File: src/rtl/mnist_nn_pkg.sv
// -----------------------------------------------------------------------------
// mnist_nn_pkg
// Shared definitions for the MNIST NN datapath and its load/compute sequencer.
//   - default width constants (shared with mnist_nn)
//   - sequencer state encoding
// -----------------------------------------------------------------------------
package mnist_nn_pkg;

    localparam int unsigned DEF_NUM_W_BANKS = 4;
    localparam int unsigned DEF_W_SEL_LEN   = 2;
    localparam int unsigned DEF_X_SEL_LEN   = 2;
    localparam int unsigned DEF_W_ADDR_LEN  = 20;
    localparam int unsigned DEF_X_ADDR_LEN  = 10;
    localparam int unsigned DEF_DATA_LEN    = 1;

    typedef enum logic [2:0] {
        IDLE    = 3'd0,
        LOAD_W  = 3'd1,
        LOAD_X  = 3'd2,
        COMPUTE = 3'd3,
        DONE    = 3'd4
    } state_t;

endpackage

File: src/rtl/mnist_mem_loader_if.sv
// -----------------------------------------------------------------------------
// mnist_mem_loader_if
// Bundles every non-clock/reset signal of mnist_mem_loader.
//   slave  : loader view (stream in, memory load ports and control out)
//   master : host / stream source / mnist_nn view
// Signals: start, abort, w_len, x_len, x_bank, in_valid/in_ready/in_data,
//          w_wq_oc, x_wq_oc, w_addr_oc, x_addr_oc, w_sel_oc, x_sel_oc,
//          wx_write_oc, load_compute_ctrl, en_compute, compute_finish,
//          busy, done.
// -----------------------------------------------------------------------------
interface mnist_mem_loader_if
    import mnist_nn_pkg::*;
#(
    parameter int unsigned NUM_W_BANKS = DEF_NUM_W_BANKS,
    parameter int unsigned W_SEL_LEN   = DEF_W_SEL_LEN,
    parameter int unsigned X_SEL_LEN   = DEF_X_SEL_LEN,
    parameter int unsigned W_ADDR_LEN  = DEF_W_ADDR_LEN,
    parameter int unsigned X_ADDR_LEN  = DEF_X_ADDR_LEN,
    parameter int unsigned DATA_LEN    = DEF_DATA_LEN
);
    logic                              start;
    logic                              abort;
    logic [NUM_W_BANKS*W_ADDR_LEN-1:0] w_len;
    logic [X_ADDR_LEN-1:0]             x_len;
    logic [X_SEL_LEN-1:0]              x_bank;
    logic                              in_valid;
    logic                              in_ready;
    logic [DATA_LEN-1:0]               in_data;
    logic                              w_wq_oc;
    logic                              x_wq_oc;
    logic [W_ADDR_LEN-1:0]             w_addr_oc;
    logic [X_ADDR_LEN-1:0]             x_addr_oc;
    logic [W_SEL_LEN-1:0]              w_sel_oc;
    logic [X_SEL_LEN-1:0]              x_sel_oc;
    logic [DATA_LEN-1:0]               wx_write_oc;
    logic                              load_compute_ctrl;
    logic                              en_compute;
    logic                              compute_finish;
    logic                              busy;
    logic                              done;

    modport slave (
        input  start, abort, w_len, x_len, x_bank, in_valid, in_data, compute_finish,
        output in_ready, w_wq_oc, x_wq_oc, w_addr_oc, x_addr_oc, w_sel_oc, x_sel_oc,
               wx_write_oc, load_compute_ctrl, en_compute, busy, done
    );

    modport master (
        output start, abort, w_len, x_len, x_bank, in_valid, in_data, compute_finish,
        input  in_ready, w_wq_oc, x_wq_oc, w_addr_oc, x_addr_oc, w_sel_oc, x_sel_oc,
               wx_write_oc, load_compute_ctrl, en_compute, busy, done
    );

endinterface

File: src/rtl/bank_addr_counter.sv
// -----------------------------------------------------------------------------
// bank_addr_counter
// Word counter for one bank load with length compare.
//   clk_i, rst_i : clock, async active-high reset
//   clr_i        : synchronous clear to 0 (wins over inc_i)
//   inc_i        : accepted word; advances, wrapping to 0 after the last word
//   len_i        : word count of the current bank
//   cnt_o        : current word address
//   last_o       : cnt_o is the final word of the bank (cnt == len-1)
//   empty_o      : len_i == 0, bank is skipped
// -----------------------------------------------------------------------------
module bank_addr_counter #(
    parameter int unsigned WIDTH = 20
) (
    input  logic             clk_i,
    input  logic             rst_i,
    input  logic             clr_i,
    input  logic             inc_i,
    input  logic [WIDTH-1:0] len_i,
    output logic [WIDTH-1:0] cnt_o,
    output logic             last_o,
    output logic             empty_o
);
    logic [WIDTH-1:0] cnt_q, cnt_d;

    assign cnt_o   = cnt_q;
    assign last_o  = (cnt_q == len_i - WIDTH'(1));
    assign empty_o = (len_i == '0);

    always_comb begin
        cnt_d = cnt_q;
        if (clr_i)
            cnt_d = '0;
        else if (inc_i)
            cnt_d = last_o ? '0 : cnt_q + WIDTH'(1);
    end

    always_ff @(posedge clk_i or posedge rst_i) begin
        if (rst_i) cnt_q <= '0;
        else       cnt_q <= cnt_d;
    end
endmodule

File: src/rtl/mnist_mem_loader.sv
// -----------------------------------------------------------------------------
// mnist_mem_loader
// Load/compute sequencer: scatters a valid/ready word stream into NUM_W_BANKS
// weight banks and one input bank, then runs compute until compute_finish.
//   clk, rst : clock, asynchronous active-high reset
//   bus      : mnist_mem_loader_if.slave (run control, stream, memory load
//              ports, compute control, status)
// All outputs are registered except in_ready (state/counter decode) and busy
// (state register decode).
// -----------------------------------------------------------------------------
module mnist_mem_loader
    import mnist_nn_pkg::*;
#(
    parameter int unsigned NUM_W_BANKS = DEF_NUM_W_BANKS,
    parameter int unsigned W_SEL_LEN   = DEF_W_SEL_LEN,
    parameter int unsigned X_SEL_LEN   = DEF_X_SEL_LEN,
    parameter int unsigned W_ADDR_LEN  = DEF_W_ADDR_LEN,
    parameter int unsigned X_ADDR_LEN  = DEF_X_ADDR_LEN,
    parameter int unsigned DATA_LEN    = DEF_DATA_LEN
) (
    input  logic               clk,
    input  logic               rst,
    mnist_mem_loader_if.slave  bus
);
    // One counter serves both phases, so it is as wide as the wider address.
    localparam int unsigned CNT_LEN = (W_ADDR_LEN > X_ADDR_LEN) ? W_ADDR_LEN : X_ADDR_LEN;

    state_t                            state_q, state_d;
    logic [W_SEL_LEN-1:0]              bank_q, bank_d;
    logic [NUM_W_BANKS*W_ADDR_LEN-1:0] w_len_q, w_len_d;
    logic [X_ADDR_LEN-1:0]             x_len_q, x_len_d;
    logic [X_SEL_LEN-1:0]              x_bank_q, x_bank_d;
    logic                              w_wq_q, w_wq_d;
    logic                              x_wq_q, x_wq_d;
    logic [W_ADDR_LEN-1:0]             w_addr_q, w_addr_d;
    logic [X_ADDR_LEN-1:0]             x_addr_q, x_addr_d;
    logic [W_SEL_LEN-1:0]              w_sel_q, w_sel_d;
    logic [X_SEL_LEN-1:0]              x_sel_q, x_sel_d;
    logic [DATA_LEN-1:0]               wdata_q, wdata_d;
    logic                              lcc_q, lcc_d;
    logic                              en_q, en_d;
    logic                              done_q, done_d;

    logic [CNT_LEN-1:0] cur_len;
    logic [CNT_LEN-1:0] cnt;
    logic               last;
    logic               empty;
    logic               ready;
    logic               hs;

    // Length of the bank currently being loaded.
    always_comb begin
        cur_len = CNT_LEN'(x_len_q);
        if (state_q == LOAD_W) begin
            cur_len = '0;
            for (int unsigned k = 0; k < NUM_W_BANKS; k++)
                if (bank_q == W_SEL_LEN'(k))
                    cur_len = CNT_LEN'(w_len_q[k*W_ADDR_LEN +: W_ADDR_LEN]);
        end
    end

    assign ready = ((state_q == LOAD_W) || (state_q == LOAD_X)) && !empty;
    // A handshake coinciding with abort is dropped.
    assign hs    = ready && bus.in_valid && !bus.abort;

    bank_addr_counter #(.WIDTH(CNT_LEN)) u_cnt (
        .clk_i   (clk),
        .rst_i   (rst),
        .clr_i   (bus.abort || (state_q == IDLE)),
        .inc_i   (hs),
        .len_i   (cur_len),
        .cnt_o   (cnt),
        .last_o  (last),
        .empty_o (empty)
    );

    always_comb begin
        state_d  = state_q;
        bank_d   = bank_q;
        w_len_d  = w_len_q;
        x_len_d  = x_len_q;
        x_bank_d = x_bank_q;
        w_addr_d = w_addr_q;
        x_addr_d = x_addr_q;
        w_sel_d  = w_sel_q;
        x_sel_d  = x_sel_q;
        wdata_d  = wdata_q;
        lcc_d    = lcc_q;
        en_d     = en_q;
        w_wq_d   = 1'b0;
        x_wq_d   = 1'b0;
        done_d   = 1'b0;

        if (bus.abort) begin
            state_d = IDLE;
            bank_d  = '0;
            lcc_d   = 1'b1;
            en_d    = 1'b0;
        end else begin
            case (state_q)
                IDLE: begin
                    if (bus.start) begin
                        w_len_d  = bus.w_len;
                        x_len_d  = bus.x_len;
                        x_bank_d = bus.x_bank;
                        bank_d   = '0;
                        state_d  = LOAD_W;
                    end
                end
                LOAD_W: begin
                    if (hs) begin
                        w_wq_d   = 1'b1;
                        w_addr_d = W_ADDR_LEN'(cnt);
                        w_sel_d  = bank_q;
                        wdata_d  = bus.in_data;
                    end
                    if (empty || (hs && last)) begin
                        if (bank_q == W_SEL_LEN'(NUM_W_BANKS - 1)) begin
                            bank_d  = '0;
                            state_d = LOAD_X;
                        end else begin
                            bank_d = bank_q + W_SEL_LEN'(1);
                        end
                    end
                end
                LOAD_X: begin
                    if (hs) begin
                        x_wq_d   = 1'b1;
                        x_addr_d = X_ADDR_LEN'(cnt);
                        x_sel_d  = x_bank_q;
                        wdata_d  = bus.in_data;
                    end
                    // Mode flips on the same edge as the final write, so the
                    // last strobe and load_compute_ctrl falling share a cycle.
                    if (empty || (hs && last)) begin
                        state_d = COMPUTE;
                        lcc_d   = 1'b0;
                        en_d    = 1'b1;
                    end
                end
                COMPUTE: begin
                    if (bus.compute_finish) begin
                        state_d = DONE;
                        lcc_d   = 1'b1;
                        en_d    = 1'b0;
                        done_d  = 1'b1;
                    end
                end
                DONE:    state_d = IDLE;
                default: state_d = IDLE;
            endcase
        end
    end

    always_ff @(posedge clk or posedge rst) begin
        if (rst) begin
            state_q  <= IDLE;
            bank_q   <= '0;
            w_len_q  <= '0;
            x_len_q  <= '0;
            x_bank_q <= '0;
            w_wq_q   <= 1'b0;
            x_wq_q   <= 1'b0;
            w_addr_q <= '0;
            x_addr_q <= '0;
            w_sel_q  <= '0;
            x_sel_q  <= '0;
            wdata_q  <= '0;
            lcc_q    <= 1'b1;
            en_q     <= 1'b0;
            done_q   <= 1'b0;
        end else begin
            state_q  <= state_d;
            bank_q   <= bank_d;
            w_len_q  <= w_len_d;
            x_len_q  <= x_len_d;
            x_bank_q <= x_bank_d;
            w_wq_q   <= w_wq_d;
            x_wq_q   <= x_wq_d;
            w_addr_q <= w_addr_d;
            x_addr_q <= x_addr_d;
            w_sel_q  <= w_sel_d;
            x_sel_q  <= x_sel_d;
            wdata_q  <= wdata_d;
            lcc_q    <= lcc_d;
            en_q     <= en_d;
            done_q   <= done_d;
        end
    end

    assign bus.in_ready          = ready;
    assign bus.w_wq_oc           = w_wq_q;
    assign bus.x_wq_oc           = x_wq_q;
    assign bus.w_addr_oc         = w_addr_q;
    assign bus.x_addr_oc         = x_addr_q;
    assign bus.w_sel_oc          = w_sel_q;
    assign bus.x_sel_oc          = x_sel_q;
    assign bus.wx_write_oc       = wdata_q;
    assign bus.load_compute_ctrl = lcc_q;
    assign bus.en_compute        = en_q;
    assign bus.busy              = (state_q != IDLE);
    assign bus.done              = done_q;

endmodule

File: src/flat_wrapper.sv
// flat-port wrapper written by rule: the top's interface ports become plain ports
module mnist_mem_loader_flat import mnist_nn_pkg::*;
#(
    parameter int unsigned NUM_W_BANKS = DEF_NUM_W_BANKS,
    parameter int unsigned W_SEL_LEN   = DEF_W_SEL_LEN,
    parameter int unsigned X_SEL_LEN   = DEF_X_SEL_LEN,
    parameter int unsigned W_ADDR_LEN  = DEF_W_ADDR_LEN,
    parameter int unsigned X_ADDR_LEN  = DEF_X_ADDR_LEN,
    parameter int unsigned DATA_LEN    = DEF_DATA_LEN
)
  (clk, rst, bus_start, bus_abort, bus_w_len, bus_x_len, bus_x_bank, bus_in_valid, bus_in_data, bus_compute_finish, bus_in_ready, bus_w_wq_oc, bus_x_wq_oc, bus_w_addr_oc, bus_x_addr_oc, bus_w_sel_oc, bus_x_sel_oc, bus_wx_write_oc, bus_load_compute_ctrl, bus_en_compute, bus_busy, bus_done);
  mnist_mem_loader_if #(.NUM_W_BANKS(NUM_W_BANKS), .W_SEL_LEN(W_SEL_LEN), .X_SEL_LEN(X_SEL_LEN), .W_ADDR_LEN(W_ADDR_LEN), .X_ADDR_LEN(X_ADDR_LEN), .DATA_LEN(DATA_LEN)) bus_i ();
  input  logic clk;
  input  logic rst;
  input wire logic [$bits(bus_i.start)-1:0] bus_start;
  input wire logic [$bits(bus_i.abort)-1:0] bus_abort;
  input wire logic [$bits(bus_i.w_len)-1:0] bus_w_len;
  input wire logic [$bits(bus_i.x_len)-1:0] bus_x_len;
  input wire logic [$bits(bus_i.x_bank)-1:0] bus_x_bank;
  input wire logic [$bits(bus_i.in_valid)-1:0] bus_in_valid;
  input wire logic [$bits(bus_i.in_data)-1:0] bus_in_data;
  input wire logic [$bits(bus_i.compute_finish)-1:0] bus_compute_finish;
  output wire logic [$bits(bus_i.in_ready)-1:0] bus_in_ready;
  output wire logic [$bits(bus_i.w_wq_oc)-1:0] bus_w_wq_oc;
  output wire logic [$bits(bus_i.x_wq_oc)-1:0] bus_x_wq_oc;
  output wire logic [$bits(bus_i.w_addr_oc)-1:0] bus_w_addr_oc;
  output wire logic [$bits(bus_i.x_addr_oc)-1:0] bus_x_addr_oc;
  output wire logic [$bits(bus_i.w_sel_oc)-1:0] bus_w_sel_oc;
  output wire logic [$bits(bus_i.x_sel_oc)-1:0] bus_x_sel_oc;
  output wire logic [$bits(bus_i.wx_write_oc)-1:0] bus_wx_write_oc;
  output wire logic [$bits(bus_i.load_compute_ctrl)-1:0] bus_load_compute_ctrl;
  output wire logic [$bits(bus_i.en_compute)-1:0] bus_en_compute;
  output wire logic [$bits(bus_i.busy)-1:0] bus_busy;
  output wire logic [$bits(bus_i.done)-1:0] bus_done;
  assign bus_i.start = bus_start;
  assign bus_i.abort = bus_abort;
  assign bus_i.w_len = bus_w_len;
  assign bus_i.x_len = bus_x_len;
  assign bus_i.x_bank = bus_x_bank;
  assign bus_i.in_valid = bus_in_valid;
  assign bus_i.in_data = bus_in_data;
  assign bus_i.compute_finish = bus_compute_finish;
  assign bus_in_ready = bus_i.in_ready;
  assign bus_w_wq_oc = bus_i.w_wq_oc;
  assign bus_x_wq_oc = bus_i.x_wq_oc;
  assign bus_w_addr_oc = bus_i.w_addr_oc;
  assign bus_x_addr_oc = bus_i.x_addr_oc;
  assign bus_w_sel_oc = bus_i.w_sel_oc;
  assign bus_x_sel_oc = bus_i.x_sel_oc;
  assign bus_wx_write_oc = bus_i.wx_write_oc;
  assign bus_load_compute_ctrl = bus_i.load_compute_ctrl;
  assign bus_en_compute = bus_i.en_compute;
  assign bus_busy = bus_i.busy;
  assign bus_done = bus_i.done;
  mnist_mem_loader #(.NUM_W_BANKS(NUM_W_BANKS), .W_SEL_LEN(W_SEL_LEN), .X_SEL_LEN(X_SEL_LEN), .W_ADDR_LEN(W_ADDR_LEN), .X_ADDR_LEN(X_ADDR_LEN), .DATA_LEN(DATA_LEN)) u_core (.clk(clk), .rst(rst), .bus(bus_i));
endmodule
File: config.mk
export PLATFORM = sky130hd
export DESIGN_NAME = mnist_mem_loader_flat
export DESIGN_NICKNAME = d
export VERILOG_FILES = /design/src/rtl/mnist_nn_pkg.sv /design/src/rtl/mnist_mem_loader_if.sv /design/src/rtl/bank_addr_counter.sv /design/src/rtl/mnist_mem_loader.sv /design/src/flat_wrapper.sv
export SDC_FILE = /design/constraint.sdc
export NUM_CORES = 1
export LEC_CHECK = 0
export BUFFER_PORTS_ARGS = -buffer_cell sky130_fd_sc_hd__buf_2
export CAP_MARGIN = 25
export CELL_PAD_IN_SITES_DETAIL_PLACEMENT = 0
export CELL_PAD_IN_SITES_GLOBAL_PLACEMENT = 2
export CORE_MARGIN = 2
export CORE_UTILIZATION = 39
export DETAILED_ROUTE_END_ITERATION = 16
export PLACE_DENSITY_LB_ADDON = 0.1
export SLEW_MARGIN = 15
export SYNTH_ARGS = -nofsm -noshare
export SYNTH_HDL_FRONTEND = slang
export SYNTH_HIERARCHICAL = 1
export SYNTH_SLANG_ARGS = --single-unit
File: constraint.sdc
create_clock -name clk -period 13.7 [get_ports clk]
set_input_delay 2.74 -clock clk [delete_from_list [all_inputs] [get_ports clk]]
set_output_delay 2.74 -clock clk [all_outputs]
set_load 0.02 [all_outputs]
Word-level counts from Yosys, hierarchy flattened
Index checks and enable logic that the tools add are counted.
{"block": "totals", "register_bits": 157, "wordCells": 92, "output_inout_bits": 42, "inputBits": 99}
{"block": "classes", "addsub": 3, "bitwise_logic": 1, "eq_ne": 12, "n_mux": 36, "n_reduce_logical": 24}
{"operator": "$mux 20", "count": 8}
{"operator": "$add 20x1->20 const B", "count": 1}
{"operator": "$eq 20x20->1", "count": 1}
{"operator": "$logic_not 20->1", "count": 1}
{"operator": "$sub 20x1->20 const B", "count": 1}
{"operator": "$mux 3", "count": 6}
{"operator": "$reduce_and 3->1", "count": 6}
{"operator": "$ne 3x3->1 const B", "count": 5}
{"operator": "$mux 1", "count": 14}
{"operator": "$pmux 3 s4", "count": 1}
{"operator": "$reduce_bool 3->1", "count": 3}
{"operator": "$mux 2", "count": 4}
{"operator": "$eq 3x2->1 const B", "count": 2}
{"operator": "$reduce_and 5->1", "count": 1}
{"operator": "$eq 2x2->1 const B", "count": 2}
{"operator": "$logic_and 1x1->1", "count": 4}
{"operator": "$pmux 1 s2", "count": 2}
{"operator": "$pmux 2 s2", "count": 1}
{"operator": "$eq 3x1->1 const B", "count": 1}
{"operator": "$logic_not 3->1", "count": 1}
{"operator": "$logic_or 1x1->1", "count": 3}
{"operator": "$add 2x1->2 const B", "count": 1}
{"operator": "$eq 2x1->1 const B", "count": 1}
{"operator": "$logic_not 1->1", "count": 2}
{"operator": "4 further kinds", "count": 4}

Logic depth before layout (Yosys ltp)
Gate-level depths: netlist of the first run.
{"block": "depth", "word_depth": 16, "ltp_mapped": 22, "ltp_nobuf": 21}

Hierarchy
Netlist of the first run, hierarchy kept.
{"mod": "mnist_mem_loader", "n_inst": 1, "area_per_inst_um2": 6153.4, "seq_area_each_um2": 3429.5, "cells_each": 504}
{"mod": "bank_addr_counter", "n_inst": 1, "area_per_inst_um2": 1737.9, "seq_area_each_um2": 500.5, "cells_each": 209}

Least setup slack after synthesis of the first run
OpenSTA, ideal clock, no wires.
{"block": "synth_timing", "kind": "register -> output", "start": "reg u_core.bank_q[0]", "end": "out bus_in_ready", "required_time_ns": 10.960, "setup_slack_ns": 8.123, "t_arrival_ns": 2.837, "path_buffers": 4, "path_stages_with_launch": 14, "path_cell_list": "dfrtp_1 > ha_1 > clkbuf_1 > clkbuf_1 > a21oi_1 > a221oi_1 > nor2_1 > buf_6 > or4_1 > buf_2 > nor2_1 > nand4_1 > nor3_1 > nor3_1"}
{"block": "synth_via", "elab_chain_cells": 9, "elab_cells_between_ends": 12, "classes_between": "3 x eq/ne; 5 x mux; 4 x reduce/logical"}
{"item": "from (decl)", "line": "mnist_mem_loader.sv:29", "text": "logic [W_SEL_LEN-1:0] bank_q, bank_d;"}
{"item": "from (signal assigned)", "line": "mnist_mem_loader.sv:174", "text": "bank_q <= bank_d;"}
{"item": "$logic_not 2->1", "line": "mnist_mem_loader.sv:57", "text": "if (bank_q == W_SEL_LEN'(k))"}
{"item": "$mux 20 (3 in a row)", "line": "mnist_mem_loader.sv:57"}
{"item": "$mux 20 (*)", "line": "mnist_mem_loader.sv:57"}
{"item": "$mux 20 (*)", "line": "mnist_mem_loader.sv:54", "text": "if (state_q == LOAD_W) begin"}
{"item": "named net u_core.cur_len[3]", "line": "mnist_mem_loader.sv:44", "text": "logic [CNT_LEN-1:0] cur_len;"}
{"item": "$logic_not 20->1 (*)", "line": "bank_addr_counter.sv:28", "text": "assign empty_o = (len_i == '0);"}
{"item": "named net u_core.empty", "line": "mnist_mem_loader.sv:47", "text": "logic empty;"}
{"item": "$logic_not 1->1 (*)", "line": "mnist_mem_loader.sv:62", "text": "assign ready = ((state_q == LOAD_W) || (state_q == LOAD_X)) && !empty;"}
{"item": "$logic_and 1x1->1 (*)", "line": "mnist_mem_loader.sv:62"}
{"item": "to (decl)", "line": "flat_wrapper.sv:23", "text": "output wire logic [$bits(bus_i.in_ready)-1:0] bus_in_ready;"}
The timed path passes the listed nets; every way through them passes the cells marked *.

Worst setup path in the final report of the first run
Same ends and word-level chain as after synthesis.

==> flow_metrics.tcl, run 1 <==
set metrics [dict create \
    run_status "complete, no violations" \
    routed_wl_um 20300 \
    synth-edff-count 0 \
    power_leakage_uw 0.00447 \
    cts_htree_levels 4 \
    synth.avg_cell_area_um2 11.1 \
    power_density_mw_per_mm2 132 \
    synthesis.instances 713 \
    routedLengthMet1_um 9600 \
    postCtsSetupBuffers 0 \
    worst-slew-pin-transition_ns 0.916 \
    grt_pass1_wl_um 33200 \
    worstPathMaxFanout 24 \
    area_growth_pct 20.1 \
    seq_area_frac_synth_pct 49.8 \
    cts_tree "built" \
    drcViolationCount 0 \
    setup-violations-final 0 \
    rsz0062_at_grt "false" \
    type_of_the_setup_path_with_the_least_slack "flop to output pin" \
    relative_slew_slack_pct 38.4 \
    via_count 5853 \
    synth-compound-area-share_pct 9.39 \
    fin_crit_period_ns 6.86 \
    cts.sinks 157 \
    layout_commonest_cell "dfrtp_1" \
    n_fill_cell 1932 \
    final.hold.worst_slack_ns 0.487 \
    worstPathArrival_ns 4.12 \
    clk_transition_reported_paths_ns 0.06 \
    final.setup_skew_ns 0.00899 \
    synth_simple_gate_area_share_pct 11.6 \
    post_synth_instance_area_mm2 0.00789 \
    cts_hold_buf 0 \
    max_clock_freq_mhz 146 \
    timing.setup.tns_ns 0 \
    met3_length_um 815 \
    ys_async_sr_fraction_pct 100 \
    first_global_vias 6078 \
    muxShareOfSynthArea_pct 19.0 \
    combinational_family_with_the_most_area_after_synthesis "multiplexers" \
    finalHoldViolCount 0 \
    gr-usage-all-layers_pct 19.6 \
    synth_fa_ha_area_share_pct 0.951 \
    avgRoutedWirePerCell_um 18.1 \
    detailedRoute.firstIterationViolations 305 \
    slew_viol_final 0 \
    antennaDiodeCount 0 \
    antenna_violations_before_repair 0 \
    finalCritPeriodShare_pct 50.1 \
    layout.nets 944 \
    wl_met2_um 9750 \
    worst_path_required_ns 10.96 \
    clockRootBuffer "clkbuf_16" \
    cts_inserted_buffers 17 \
    die_width_um 146 \
    top_layer_used "met4" \
    worst_setup_path_end_kind "output pin" \
    worst_skew_pair.late_latency_ns 0.42 \
    layout.cells.most_common_list "dfrtp_1 (156), buf_2 (141), mux2_2 (98), nor2_1 (73), a21oi_1 (51)" \
    placement.io_buffers 140 \
    worst_min_delay_path_class "flop to flop" \
    cts-root-to-sink-buffers 2 \
    fp.coreArea_mm2 0.0200 \
    cap_violations 0 \
    grt_overflow 0 \
    post_cts_resize_count 0 \
    viasPerCell 5.22 \
    synth_ff_type "dfrtp_1" \
    register_bit_total_from_synthesis 157 \
    die_area_mm2 0.0214 \
    dieHeight_um 146 \
    start_util_pct 39.4 \
    power.total_uw 1250 \
    ios 141 \
    gp_congestion 0.822 \
    mapped_nets 818 \
    antenna_left 0 \
    rows 52 \
    layout-drive-gt1-share_pct 36.6 \
    crit_path_start_kind "flop" \
    yosysWarningCount 6 \
    post_synth_num_cell_types 52 \
    power.ir.vdd_worst_uv 85.1 \
    dr.pass1.iters 5 \
    detailed_place_hpwl_um 15100 \
    maximum_number_of_pins_on_one_net_before_global_route_repair 89 \
    synth-xor-area-share_pct 4.66 \
]
-- metal layers --
layer,track usage (%),up-vias
li1,-,2755
met1,27.8,2943
met2,31.3,144
met3,3.97,11
met4,4.51,0
met5,0,-
-- path summary, 6_finish.rpt --
path / cells past startpoint / end / slack [ns] / startpoint
max: 11 / bus_in_ready / 6.84 / u_core/bank_q[0]$_DFFE_PP0P_
min reg2reg: 1 / u_core/bus.x_addr_oc[7]$_DFFE_PP0P_ / 0.49 / u_core/bus.x_addr_oc[7]$_DFFE_PP0P_
max in group asynchronous: 4 / u_core/w_len_q[5]$_DFFE_PP0P_ / 10.26 / rst
max reg2reg: 17 / u_core/bus.en_compute$_DFFE_PP0P_ / 8.33 / u_core/bank_q[0]$_DFFE_PP0P_
min: 1 / u_core/bus.x_addr_oc[7]$_DFFE_PP0P_ / 0.49 / u_core/bus.x_addr_oc[7]$_DFFE_PP0P_
min in group asynchronous: 2 / u_core/bus.w_addr_oc[8]$_DFFE_PP0P_ / 2.40 / rst
-- critical path, stage by stage (launching register included) --
cell and delay, ns:
dfrtp_1 0.44, ha_1 0.61, buf_4 0.38, a21oi_1 0.08
a221oi_1 0.29, nor2_1 0.20, or4_1 0.73, nor2_1 0.26
nand4_1 0.13, nor3_1 0.29, nor3_1 0.12, buf_2 0.17
-- sequential cells by signal (all words and copies together), names as in the netlist --
register / flops
u_core/bus.wx_write_oc: 1
u_core/bus.done: 1
u_core/bus.x_sel_oc: 2
u_core/state_q: 3
u_core/bus.load_compute_ctrl: 1
u_core/bus.x_wq_oc: 1
u_core/bus.w_addr_oc: 20
u_core/bus.x_addr_oc: 10
u_core/w_len_q: 80
u_core/x_len_q: 10
u_core/bank_q: 2
u_core/bus.w_sel_oc: 2
u_core/bus.w_wq_oc: 1
u_core/bus.en_compute: 1
u_core/u_cnt/cnt_o: 20
u_core/x_bank_q: 2
-- power breakdown --
part	switching (uW)	internal, uW
Clock	193	326
Combinational	92.9	87.3
Sequential	34.9	517
-- synth_stat cells (all sizes together) (2+ instances only) --
cell | n | area [um2]
xor2 | 18 | 158
nand2b | 2 | 12.5
a211oi | 3 | 22.5
a31o | 5 | 43.8
and3 | 6 | 37.5
a311o | 2 | 20.0
a22o | 3 | 26.3
o22ai | 2 | 12.5
nor3 | 13 | 75.1
a21oi | 51 | 255
or4 | 3 | 26.3
a22oi | 10 | 75.1
or3 | 5 | 31.3
nand3b | 3 | 22.5
dfrtp | 156 | 3900
nor4b | 3 | 41.3
clkbuf | 22 | 82.6
nand4 | 10 | 62.6
inv | 33 | 124
nand2 | 39 | 146
or2 | 3 | 18.8
ha | 6 | 75.1
o21ai | 24 | 120
and2 | 2 | 12.5
mux2 | 127 | 1500
nor2 | 74 | 280
buf | 21 | 151
o31a | 3 | 26.3
nor4 | 9 | 71.3
nand3 | 11 | 55.1
xnor2 | 24 | 210
a221oi | 11 | 96.3
-- final cells by class --
| class | count | area [um2] | area share (%) |
|---|---|---|---|
| clock buffer | 20 | 437 | 4.61 |
| clock inverter | 12 | 209 | 2.20 |
| sequential | 157 | 3930 | 41.5 |
| tap | 270 | 338 | 3.56 |
| timing repair buffer | 150 | 821 | 8.66 |
| inverter | 33 | 129 | 1.36 |
| multi-input combinational | 480 | 3620 | 38.1 |
-- logic make-up after synthesis --
logic type,Yosys count
AO/OA/AOI/OAI,119
XOR/XNOR,42
adder cells (fa/ha/maj),6
buffers and inverters,76
flip-flops,157
multiplexers,127
AND/OR/NAND/NOR,186
-- through the flow --
stage                     instance area (um2)  cells  setup WS, ns  util (%)
final                                    9480   1122          6.84      47.3
after global routing                     9480   1122          6.47      47.3
after CTS                                9420   1119          6.81      47.0
after detailed placement                 8770   1087          7.25      43.8
after global placement                   8760   1086          7.12      43.7
after floorplan                          7890    713          7.29         -
Power figures use the tool's default switching activity.
==> run 2, diff against run 1 <==
--- a/config.mk
+++ b/config.mk
@@ -10,7 +10,7 @@
 export CELL_PAD_IN_SITES_DETAIL_PLACEMENT = 0
 export CELL_PAD_IN_SITES_GLOBAL_PLACEMENT = 2
 export CORE_MARGIN = 2
-export CORE_UTILIZATION = 39
+export CORE_UTILIZATION = 33
 export DETAILED_ROUTE_END_ITERATION = 16
 export PLACE_DENSITY_LB_ADDON = 0.1
 export SLEW_MARGIN = 15
==> constraint.sdc (replaced) <==
create_clock -name clk -period 6 [get_ports clk]
set_input_delay 1.2 -clock clk [delete_from_list [all_inputs] [get_ports clk]]
set_output_delay 1.2 -clock clk [all_outputs]
set_load 0.02 [all_outputs]
==> run 2 against run 1 <==
Effect of this change: sequential cell count stayed put; sequential power is 130% higher; highest routed layer unchanged; clock skew is 0.0061 ns higher; cell area is 0.73% lower; largest cell class unchanged; count of clock-buffer cells in the layout stayed put; critical path type unchanged; wire length is 1.1% higher.
==> flow_metrics.tcl, run 2 (synthesis gave the netlist of run 1 again) <==
set metrics [dict create \
    run_status "complete, no violations" \
    largest_reg_flops 80 \
    worstPathArrival_ns 4.01 \
    first_global_vias 5739 \
    layout.nets 946 \
    cap_violations 0 \
    cts.sinks 157 \
    power_density_mw_per_mm2 284 \
    place_worst_setup_slack_ns 0.945 \
    layout-drive-gt1-share_pct 36.7 \
    worst_path_required_ns 4.80 \
    worst_min_delay_path_class "flop to flop" \
    n_fill_cell 2338 \
    min_from "u_core/bus.wx_write_oc$_DFFE_PP0P_" \
    p_comb_share_pct 15.5 \
    layout.cells.non_filler 1172 \
    clk_transition_reported_paths_ns 0.06 \
    power_leakage_uw 0.00440 \
    dieHeight_um 159 \
    final.setup_skew_ns 0.0151 \
    area_of_the_multi_input_gates_mm2 0.00362 \
    register_area_mm2 0.00393 \
    finalHoldViolCount 0 \
    crit_path_start_kind "flop" \
    clock_power_share_pct 37.7 \
    ios 141 \
    cts_tree "built" \
    gr-usage-all-layers_pct 16.9 \
    maximum_number_of_pins_on_one_net_before_global_route_repair 57 \
    type_of_the_setup_path_with_the_least_slack "flop to output pin" \
    worst_skew_pair.late_latency_ns 0.43 \
    via_count 5647 \
    power.internal_uw 1950 \
    drcViolationCount 0 \
    grt_overflow 0 \
    worst_r2r_path_depth 15 \
    slew_viol_final 0 \
    routed_wl_um 20500 \
    viasPerCell 4.82 \
    max_clock_freq_mhz 192 \
    post_cts_resize_count 0 \
    regToRegStartpoint "u_core/bank_q[0]$_DFFE_PP0P_" \
    avgRoutedWirePerCell_um 17.5 \
    cts_htree_levels 4 \
    cts_hold_buf 0 \
    worstPathMaxFanout 21 \
    antenna_left 0 \
    detailed_place_hpwl_um 15600 \
    power_switching_share_pct 27.1 \
    rows 56 \
    register_name_with_the_most_flops "u_core/w_len_q" \
    die_width_um 159 \
    dp.cells 1140 \
    finalCritPeriodShare_pct 86.9 \
    antennaDiodeCount 0 \
    fp.coreArea_mm2 0.0235 \
    worst-slew-pin-transition_ns 0.767 \
    grt_pass1_wl_um 32200 \
    area_growth_pct 19.2 \
    rsz0062_at_grt "false" \
    layout_commonest_cell "dfrtp_1" \
    placement.io_buffers 140 \
    postCtsSetupBuffers 0 \
    start_util_pct 33.6 \
    antenna_violations_before_repair 0 \
    relative_slew_slack_pct 48.8 \
    cts_inserted_buffers 17 \
    power.net_switching_uw 725 \
    worst_r2r_endpoint "u_core/bus.en_compute$_DFFE_PP0P_" \
    sequential_group_share_of_total_power_pct 46.8 \
    setup-violations-final 0 \
    dr.pass1.iters 4 \
    gp_congestion 0.766 \
    cts-root-to-sink-buffers 2 \
    die_area_mm2 0.0252 \
    final_core_util_pct 40.1 \
    clockRootBuffer "clkbuf_16" \
    timing.reg2reg.setup_slack_ns 0.91 \
    final.setup.worst_slack_ns 0.789 \
    worst_setup_path_end_kind "output pin" \
    detailedRoute.firstIterationViolations 311 \
    timing.setup.tns_ns 0 \
    hold_path_end "u_core/bus.wx_write_oc$_DFFE_PP0P_" \
    hold_depth 1 \
    fin_crit_period_ns 5.21 \
    power.ir.vdd_worst_uv 148 \
    layout.cells.most_common_list "dfrtp_1 (156), buf_2 (140), mux2_2 (98), nor2_1 (73), a21oi_1 (51)" \
]
==> run 2: metrics by stage <==
step / hold slack [ns] / area [um2] / total power [uW]
2_1_floorplan: 0.452 / 7890 / 1550
3_3_place_gp: 0.465 / 8860 / 1680
3_5_place_dp: 0.474 / 8860 / 1690
4_1_cts: 0.488 / 9410 / 2720
5_1_grt: 0.497 / 9410 / 2830
6_report: 0.485 / 9410 / 2680
==> run 2: worst max-delay path, cell delays in order (launching register included) <==
cell,delay (ns)
dfrtp_1,0.44
inv_1,0.11
ha_1,0.64
a21oi_1,0.16
a221oi_1,0.38
nor2_1,0.19
or4_1,0.72
nor2_1,0.29
nand4_1,0.11
nor3_1,0.27
nor3_1,0.12
buf_2,0.17
==> run 2: power groups by stage <==
stage	registers, uW	logic [uW]	clock network (uW)
2_1_floorplan	1240	310	0
3_3_place_gp	1270	414	0
3_5_place_dp	1270	418	0
4_1_cts	1250	419	1050
5_1_grt	1270	462	1100
6_report	1250	414	1010
==> run 2: layout make-up <==
type	count	area share, %
clock buffer	20	4.64
clock inverter	11	1.18
inverter	33	1.37
multi-input combinational	480	38.4
sequential	157	41.8
tap	319	4.24
timing repair buffer	152	8.38
==> run 2: routing by layer <==
| layer | vias up | share of wire, % | global-route usage [%] |
|---|---|---|---|
| li1 | 2772 | - | - |
| met1 | 2730 | 47 | 23.0 |
| met2 | 126 | 47 | 26.6 |
| met3 | 19 | 3.4 | 3.18 |
| met4 | 0 | 1.9 | 6.95 |
| met5 | - | 0 | 0 |
==> run 2: worst max-delay path by stage <==
stage,slack (ns),from,endpoint
final,0.79,u_core/bank_q[0]$_DFFE_PP0P_,bus_in_ready
after global routing,0.48,u_core/bank_q[1]$_DFFE_PP0P_,u_core/bus.en_compute$_DFFE_PP0P_
after CTS,0.70,u_core/bank_q[0]$_DFFE_PP0P_,bus_in_ready
after detailed placement,0.95,u_core/bank_q[0]$_DFFE_PP0P_,u_core/bus.en_compute$_DFFE_PP0P_
after global placement,1.02,u_core/bank_q[0]$_DFFE_PP0P_,u_core/bank_q[0]$_DFFE_PP0P_
after floorplan,1.13,rst,u_core/bank_q[0]$_DFFE_PP0P_
==> run 3, diff against run 2 <==
--- a/config.mk
+++ b/config.mk
@@ -11,6 +11,7 @@
 export CELL_PAD_IN_SITES_GLOBAL_PLACEMENT = 2
 export CORE_MARGIN = 2
 export CORE_UTILIZATION = 33
+export CTS_BUF_LIST = sky130_fd_sc_hd__clkbuf_4 sky130_fd_sc_hd__clkbuf_8 sky130_fd_sc_hd__clkbuf_16
 export DETAILED_ROUTE_END_ITERATION = 16
 export PLACE_DENSITY_LB_ADDON = 0.1
 export SLEW_MARGIN = 15
==> run 3 against run 2 <==
Effect of this change: cell area grew 0.12%; wire length is essentially flat; clock power is essentially flat; count of clock-buffer cells in the layout is the same; fmax shrank 0.61%; utilization is essentially flat; setup slack lost 0.032 ns; critical path depth is the same; combinational power is essentially flat; critical path type unchanged; critical endpoint unchanged.
==> flow_metrics.tcl, run 3 (synthesis gave the netlist of run 1 again) <==
set metrics [dict create \
    type_of_the_setup_path_with_the_least_slack "flop to output pin" \
    worst_skew_pair.late_latency_ns 0.42 \
    max_clock_freq_mhz 191 \
    gp_congestion 0.766 \
    finalCritPeriodShare_pct 87.4 \
    worstPathMaxFanout 21 \
    layout-drive-gt1-share_pct 37.0 \
    cts-root-to-sink-buffers 2 \
    ios 141 \
    detailedRoute.firstIterationViolations 311 \
    final.setup.worst_slack_ns 0.756 \
    clock_power_share_pct 38.0 \
    crit_path_start_kind "flop" \
    slew_viol_final 0 \
    setup-violations-final 0 \
    post_cts_resize_count 0 \
    first_global_vias 5739 \
    cp_slowest_cell "or4_1" \
    grt_overflow 0 \
    regToRegStartpoint "u_core/bank_q[0]$_DFFE_PP0P_" \
    dr.pass1.iters 4 \
    routed_wl_um 20500 \
    final.setup_skew_ns 0.0119 \
    dieHeight_um 159 \
    area_growth_pct 19.4 \
    place_worst_setup_slack_ns 0.945 \
    cp_startpoint "u_core/bank_q[0]$_DFFE_PP0P_" \
    min_from "u_core/bus.wx_write_oc$_DFFE_PP0P_" \
    power.ir.vdd_worst_uv 148 \
    timing.reg2reg.setup_slack_ns 0.88 \
    start_util_pct 33.6 \
    cts_htree_levels 4 \
    worst-slew-pin-transition_ns 0.767 \
    p_comb_share_pct 15.4 \
    power_density_mw_per_mm2 285 \
    layout.cells.most_common_list "dfrtp_1 (156), buf_2 (140), mux2_2 (98), nor2_1 (73), a21oi_1 (51)" \
    power_switching_share_pct 27.0 \
    cts_tree "built" \
    run_status "complete, no violations" \
    power.total_uw 2690 \
    worst_setup_path_end_kind "output pin" \
    gr-usage-all-layers_pct 16.9 \
    via_count 5678 \
    antenna_violations_before_repair 0 \
    placement.io_buffers 140 \
    crit_path_cell_trace "inv_1 > ha_1 > a21oi_1 > a221oi_1 > nor2_1 > or4_1 > nor2_1 > nand4_1 > nor3_1 > nor3_1 > buf_2" \
    layout.nets 946 \
    register_name_with_the_most_flops "u_core/w_len_q" \
    die_area_mm2 0.0252 \
    rows 56 \
    dp.cells 1140 \
    rsz0062_at_grt "false" \
    power.internal_uw 1960 \
    detailed_place_hpwl_um 15600 \
    layout_commonest_cell "dfrtp_1" \
    cap_violations 0 \
    viasPerCell 4.84 \
    maximum_number_of_pins_on_one_net_before_global_route_repair 57 \
    cts.sinks 157 \
    largest_reg_flops 80 \
    slowest_delay_ns 0.72 \
    fin_crit_period_ns 5.24 \
    antennaDiodeCount 0 \
    worstPathArrival_ns 4.04 \
    timing.setup.tns_ns 0 \
    finalHoldViolCount 0 \
    cts_hold_buf 0 \
    worst_path_required_ns 4.80 \
    sequential_group_share_of_total_power_pct 46.6 \
    grt_pass1_wl_um 32200 \
    power_leakage_uw 0.00441 \
    avgRoutedWirePerCell_um 17.5 \
    worst_min_delay_path_class "flop to flop" \
    relative_slew_slack_pct 48.8 \
    drcViolationCount 0 \
    clockRootBuffer "clkbuf_16" \
    cts_inserted_buffers 17 \
    die_width_um 159 \
    power.net_switching_uw 725 \
    antenna_left 0 \
    fp.coreArea_mm2 0.0235 \
    postCtsSetupBuffers 0 \
    layout.cells.non_filler 1172 \
    clk_transition_reported_paths_ns 0.06 \
]
-- run 3: cell count changes in the layout (fill, tap and decap cells not counted) --
cell / change
clkbuf_1: -3
clkbuf_4: +3
-- run 3: per-layer routing --
layer  global-route usage (%)  part of all wire [%]  vias up
li1                         -                     -     2774
met5                        0                     0        -
met2                     26.6                    47      135
met1                     23.0                    47     2745
met3                     3.18                   3.6       24
met4                     6.95                   2.1        0
-- run 3: path summary, 6_finish.rpt --
kind | cells past startpoint | end
setup / recovery | 11 | bus_in_ready
hold / removal | 1 | u_core/bus.wx_write_oc$_DFFE_PP0P_
setup reg to reg | 15 | u_core/bus.en_compute$_DFFE_PP0P_
hold reg to reg | 1 | u_core/bus.wx_write_oc$_DFFE_PP0P_
max in group asynchronous | 3 | u_core/w_len_q[45]$_DFFE_PP0P_
min in group asynchronous | 2 | u_core/bus.w_addr_oc[13]$_DFFE_PP0P_
-- run 3: layout make-up --
| class | instances | area (um2) |
|---|---|---|
| clock inverters | 11 | 111 |
| flip-flops and latches | 157 | 3930 |
| well taps | 319 | 399 |
| fillers | 2338 | 14100 |
| repair buffers | 152 | 788 |
| multi-input cells | 480 | 3620 |
| inverters | 33 | 129 |
| clock buffers | 20 | 448 |
-- run 3: metrics by stage --
| step | utilization (%) | instance area [um2] | hold slack, ns |
|---|---|---|---|
| floorplan | - | 7890 | 0.452 |
| global placement | 37.7 | 8860 | 0.465 |
| detailed placement | 37.7 | 8860 | 0.474 |
| CTS | 40.1 | 9420 | 0.488 |
| global route | 40.1 | 9420 | 0.497 |
| finish | 40.1 | 9420 | 0.485 |
-- run 3: critical path: cells and delay by family (launching register included) --
kind	cells	cell delay, ns
AO/OA/AOI/OAI	2	0.55
buffers and inverters	2	0.28
flip-flops	1	0.44
AND/OR/NAND/NOR	6	1.70
adder cells (fa/ha/maj)	1	0.65
-- run 3: power by group through the flow --
| stage | clock network, uW | logic (uW) | registers [uW] |
|---|---|---|---|
| after floorplan | 0 | 310 | 1240 |
| after global placement | 0 | 414 | 1270 |
| after detailed placement | 0 | 418 | 1270 |
| after CTS | 1060 | 419 | 1250 |
| after global routing | 1120 | 462 | 1270 |
| final | 1020 | 414 | 1250 |
